==> src/rtl/reaction_pkg.sv <==
// rtl/reaction_pkg.sv - shared state encoding and default parameters for the reaction timer
package reaction_pkg;

    typedef enum logic [2:0] {
        IDLE,
        WAIT,
        GO,
        DONE,
        EARLY,
        TMO
    } react_state_t;

    localparam int TICK_DIV_DEF = 100000;
    localparam int MAX_MS_DEF   = 9999;
    localparam int RT_W_DEF     = 14;

endpackage

==> src/rtl/ms_tick_gen.sv <==
// rtl/ms_tick_gen.sv - millisecond prescaler; tick is high on the last count of each period
module ms_tick_gen
    import reaction_pkg::*;
#(
    parameter int TICK_DIV = TICK_DIV_DEF
) (
    input  logic clk,
    input  logic rst,
    input  logic clr,
    output logic tick
);

    localparam int            CW   = $clog2(TICK_DIV);
    localparam logic [CW-1:0] LAST = CW'(TICK_DIV - 1);

    logic [CW-1:0] cnt_q;
    logic [CW-1:0] cnt_d;

    always_comb begin
        cnt_d = cnt_q + CW'(1);
        if (clr || (cnt_q == LAST)) begin
            cnt_d = '0;
        end
    end

    always_ff @(posedge clk) begin
        if (rst) begin
            cnt_q <= '0;
        end else begin
            cnt_q <= cnt_d;
        end
    end

    assign tick = (cnt_q == LAST);

endmodule

==> src/rtl/reaction_fsm.sv <==
// rtl/reaction_fsm.sv - reaction timer control FSM; REACT_BEST_EN adds the best_ms tracker
module reaction_fsm
    import reaction_pkg::*;
#(
    parameter int TICK_DIV = TICK_DIV_DEF,
    parameter int MAX_MS   = MAX_MS_DEF,
    parameter int RT_W     = RT_W_DEF
) (
    input  logic            clk,
    input  logic            rst,
    input  logic            start,
    input  logic            stop,
    input  logic            wait5_done,
    output logic            start_wait5,
    output logic            led_go,
    output logic [RT_W-1:0] rt_ms,
    output logic            rt_valid,
    output logic            early_err,
    output logic            timeout
`ifdef REACT_BEST_EN
    ,
    output logic [RT_W-1:0] best_ms
`endif
);

    localparam logic [RT_W-1:0] MAX_V  = RT_W'(MAX_MS);
    localparam logic [RT_W-1:0] MAX_M1 = RT_W'(MAX_MS - 1);

    react_state_t    state_q, state_d;
    logic [RT_W-1:0] rt_ms_q, rt_ms_d;
    logic            tick_clr;
    logic            tick;

    ms_tick_gen #(
        .TICK_DIV(TICK_DIV)
    ) u_tick (
        .clk (clk),
        .rst (rst),
        .clr (tick_clr),
        .tick(tick)
    );

    always_ff @(posedge clk) begin
        if (rst) begin
            state_q <= IDLE;
            rt_ms_q <= '0;
        end else begin
            state_q <= state_d;
            rt_ms_q <= rt_ms_d;
        end
    end

    always_comb begin
        state_d  = state_q;
        rt_ms_d  = rt_ms_q;
        tick_clr = 1'b0;
        case (state_q)
            IDLE: begin
                if (start) begin
                    state_d = WAIT;
                    rt_ms_d = '0;
                end
            end
            WAIT: begin
                if (stop) begin
                    state_d = EARLY;
                end else if (wait5_done) begin
                    state_d  = GO;
                    rt_ms_d  = '0;
                    tick_clr = 1'b1;
                end
            end
            GO: begin
                // The tick that reaches the limit saturates even when stop lands on it.
                if (tick && (rt_ms_q >= MAX_M1)) begin
                    rt_ms_d = MAX_V;
                    state_d = stop ? DONE : TMO;
                end else if (stop) begin
                    state_d = DONE;
                end else if (tick) begin
                    rt_ms_d = rt_ms_q + RT_W'(1);
                end
            end
            DONE, EARLY, TMO: begin
                if (start) begin
                    state_d = WAIT;
                    rt_ms_d = '0;
                end
            end
            default: begin
                state_d = IDLE;
            end
        endcase
    end

    always_comb begin
        start_wait5 = (state_q == WAIT);
        led_go      = (state_q == GO);
        rt_valid    = (state_q == DONE);
        early_err   = (state_q == EARLY);
        timeout     = (state_q == TMO);
        rt_ms       = rt_ms_q;
    end

`ifdef REACT_BEST_EN
    logic [RT_W-1:0] best_q, best_d;

    // Compare against the value being frozen so best_ms moves together with rt_valid.
    always_comb begin
        best_d = best_q;
        if ((state_q == GO) && (state_d == DONE) && (rt_ms_d < best_q)) begin
            best_d = rt_ms_d;
        end
    end

    always_ff @(posedge clk) begin
        if (rst) begin
            best_q <= '1;
        end else begin
            best_q <= best_d;
        end
    end

    assign best_ms = best_q;
`endif

endmodule
==> config.mk <==
export PLATFORM = sky130hd
export DESIGN_NAME = reaction_fsm
export DESIGN_NICKNAME = d
export VERILOG_FILES = /design/src/rtl/reaction_pkg.sv /design/src/rtl/ms_tick_gen.sv /design/src/rtl/reaction_fsm.sv
export SDC_FILE = /design/constraint.sdc
export NUM_CORES = 1
export LEC_CHECK = 0
export ABC_AREA = 0
export CELL_PAD_IN_SITES_DETAIL_PLACEMENT = 0
export CELL_PAD_IN_SITES_GLOBAL_PLACEMENT = 1
export CORE_MARGIN = 2
export CORE_UTILIZATION = 41
export CTS_CLUSTER_SIZE = 25
export DETAILED_ROUTE_END_ITERATION = 12
export PLACE_DENSITY_LB_ADDON = 0.2
export SYNTH_ARGS = -nofsm -noshare
export SYNTH_HDL_FRONTEND = slang
export SYNTH_SLANG_ARGS = --single-unit
==> constraint.sdc <==
create_clock -name clk -period 2.5 [get_ports clk]
set_input_delay 0.25 -clock clk [delete_from_list [all_inputs] [get_ports clk]]
set_output_delay 0.25 -clock clk [all_outputs]
set_load 0.02 [all_outputs]
==> flow_summary.ini <==
[yosys]
yosysSeqAreaShare_pct = 35.63
synth_area_leaders = dfxtp_1 36%, nor2_1 7.5%, nand3_1 5.0%, a21oi_1 4.7%, and3_1 3.9%
avgSynthCellArea_sq_um = 8.165
synth_most_common_cell = nor2_1
synth-seq-cells = 34
synthesis.nets = 242
synth_top_area_share_pct = 35.63
async_flop_share_pct = 0
synth_edf_count = 0
synthTopCellsByCount = 38 x nor2_1, 34 x dfxtp_1, 19 x nand3_1, 18 x a21oi_1, 14 x nand2_1
synth_area_sq_mm = 0.001911
ys.flop_type = dfxtp_1
ys.warnings.count = 0
yosys.area.top_type = dfxtp_1
syn_inst = 234
synthDistinctLibCells = 56

[timing]
timing.fmax_mhz = 437.3
slew_violations = 0
worst_slew_pin_slew_ns = 0.4487
max-slew-margin-rel_pct = 69.86
period_share_pct = 91.47
setup_viol = 0
min_period_ns = 2.287
finClkSkew_ns = 0.009213
hold_viol_final = 0
grt_setup_unrepaired = no
tns_ns = 0

[critical_path]
cp-end-kind = output pin
ff2ff_setup_slack_ns = 0.30
crit_required_ns = 2.25
crit_fanout = 13
crit_arrival_ns = 2.04
r2r_cells = 6
worstSetupStartpointType = flop
worstReg2RegEnd = rt_ms[6]
worst-setup-path-type = reg -> out
timing.rr.start = u_tick.cnt_q[0]

[clock_tree]
h-tree-depth = 2
cts_inserted_buffers = 5
cts_sinks = 34
clk_path_buf_depth = 2
clkTransAtPathRegs_ns = 0.07
clk_latency_ns = 0.29
holdBufCountCts = 0
cts_tree = built
postCtsSetupBuffers = 0
root_buffer = clkbuf_8

[global_route]
grt_overflow = 0
use_met1_pct = 23.83
grt_max_degree = 18
grt_pass1_vias = 1592
gr-usage-met3_pct = 4.583
top_usage_layer = met2
gr-usage-met2_pct = 28.75
groute.usage.overall_pct = 18.33
antenna_found_initial = 0
grt_pass1_wl_microns = 7527

[die]
dieHeight_microns = 72.27
die_area_sq_mm = 0.005222
initial_utilization_pct = 43.28
core-area_sq_mm = 0.004414
pin_count = 24
rows = 24
die_w_microns = 72.27

[cells_and_area]
design_area_sq_mm = 0.002286
antennaDiodeCount = 0
seq_area_sq_um = 681.9
nets = 268
num-fill-cells = 451
drive_gt1_share_pct = 11.88
syn_to_final_growth_pct = 19.65
multi_input_area_sq_mm = 0.001172

[detailed_routing]
drt_iter0_markers = 120
route.vias.total = 1743
detail-route-antenna-nets = 0
wire_per_inst_microns = 13.89
viasPerCell = 5.569
drt_pre_antenna_iters = 4
drc_errors = 0
wl_microns = 4348

[placement]
gp_congestion = 0.8377
place_area_sq_mm = 0.002190
detailed_place_hpwl_microns = 3231
portBuffers = 23

[hold_path]
holdPathEnd = u_tick.cnt_q[0]
min_path_cells = 1
hp-start = u_tick.cnt_q[0]
hold_path_class = reg -> reg

[flow_run]
cap_violations = 0

[outcome]
outcome = finished, final reports clean

[power]
leakagePower_uw = 0.0008098
vdd_ir_drop_max_uv = 338.5
power.density_mw_per_mm2 = 477.1
[power by group]
group,total (uW),internal (uW),switching [uW],leakage (uW)
clock network,428,221,206,0.0000472
registers,562,550,11.7,0.000275
logic,102,40.0,61.6,0.000487
[how the worst max path moves through the flow]
| stage | startpoint | endpoint |
|---|---|---|
| 6_report | state_q[1] | led_go |
| 5_1_grt | u_tick.cnt_q[0] | rt_ms[6] |
| 4_1_cts | state_q[1] | led_go |
| 3_5_place_dp | u_tick.cnt_q[0] | rt_ms[6] |
| 3_3_place_gp | u_tick.cnt_q[0] | rt_ms[4] |
| 2_1_floorplan | rt_ms[0] | rt_ms[10] |
[timing repair]
action                                  4_1_cts  5_1_grt
resized for setup                             0        1
endpoints found under the hold margin         0        0
endpoints found under the setup margin        0        1
[registers in the layout (all words and copies together), names as in the netlist]
name and cells:
u_tick.cnt_q 17, rt_ms 14, state_q 3
[cell type report]
class                      instances  share of cell area, %
clock buffer                       6                  3.612
clock inverter                     2                 0.5473
inverter                           5                 0.8210
multi-input combinational        188                  51.29
sequential                        34                  29.83
tap                               52                  2.846
timing repair buffer              26                  11.06
[per-stage QoR]
step	hold slack, ns	setup slack (ns)	total power, uW	instances	utilization [%]
final	0.4551	0.2132	1091	313	51.79
after CTS	0.4616	0.1105	1103	313	51.76
after global routing	0.4759	0.1122	1136	313	51.79
after floorplan	0.4188	0.5259	642.0	234	-
after global placement	0.4373	0.3133	676.1	305	49.60
after detailed placement	0.4444	0.2892	674.6	305	49.60
[cell families (layout without fill, tap and decap cells)]
family | count (synthesis) | count (layout) | share of synthesized area (%)
AOI/OAI and AO/OA | 51 | 51 | 18.40
DFF | 34 | 34 | 35.63
buffers and inverters | 12 | 39 | 3.012
xor gates and xnor gates | 12 | 12 | 5.501
and+or+nand+nor | 122 | 122 | 35.49
adders and majority gates | 3 | 3 | 1.965
[critical path, cell delays in order (launching register included)]
cell             delay, ns
dfxtp_2               0.43
or3b_1                0.50
inv_2                 0.18
clkdlybuf4s50_1       0.64
[metal layers]
layer | share of wire [%] | wire (microns)
met5 | 0 | 0
met4 | 2.5 | 110
met3 | 4.2 | 182
met2 | 47 | 2029
met1 | 47 | 2026
[cells in the final DEF (no fill, tap or decap), drive strengths merged, types with 2 or more instances in the layout]
master	synthesis	final
nor2	38	38
ha	3	3
and3	13	13
clkdlybuf4s50	0	23
o31ai	2	2
nor2b	2	2
and4	2	2
buf	3	3
nand4	3	3
o211ai	2	2
a21oi	19	19
xnor2	6	6
clkbuf	4	6
a31oi	2	2
and2	3	3
nor4	4	4
nand2b	5	5
a311oi	2	2
or3	3	3
nand3	19	19
xor2	6	6
inv	5	5
a221o	4	4
dfxtp	34	34
o21ai	12	12
nor3	6	6
a211oi	2	2
nand2	14	14
nor4b	2	2
Note: power is estimated with default switching activity, not from simulation.
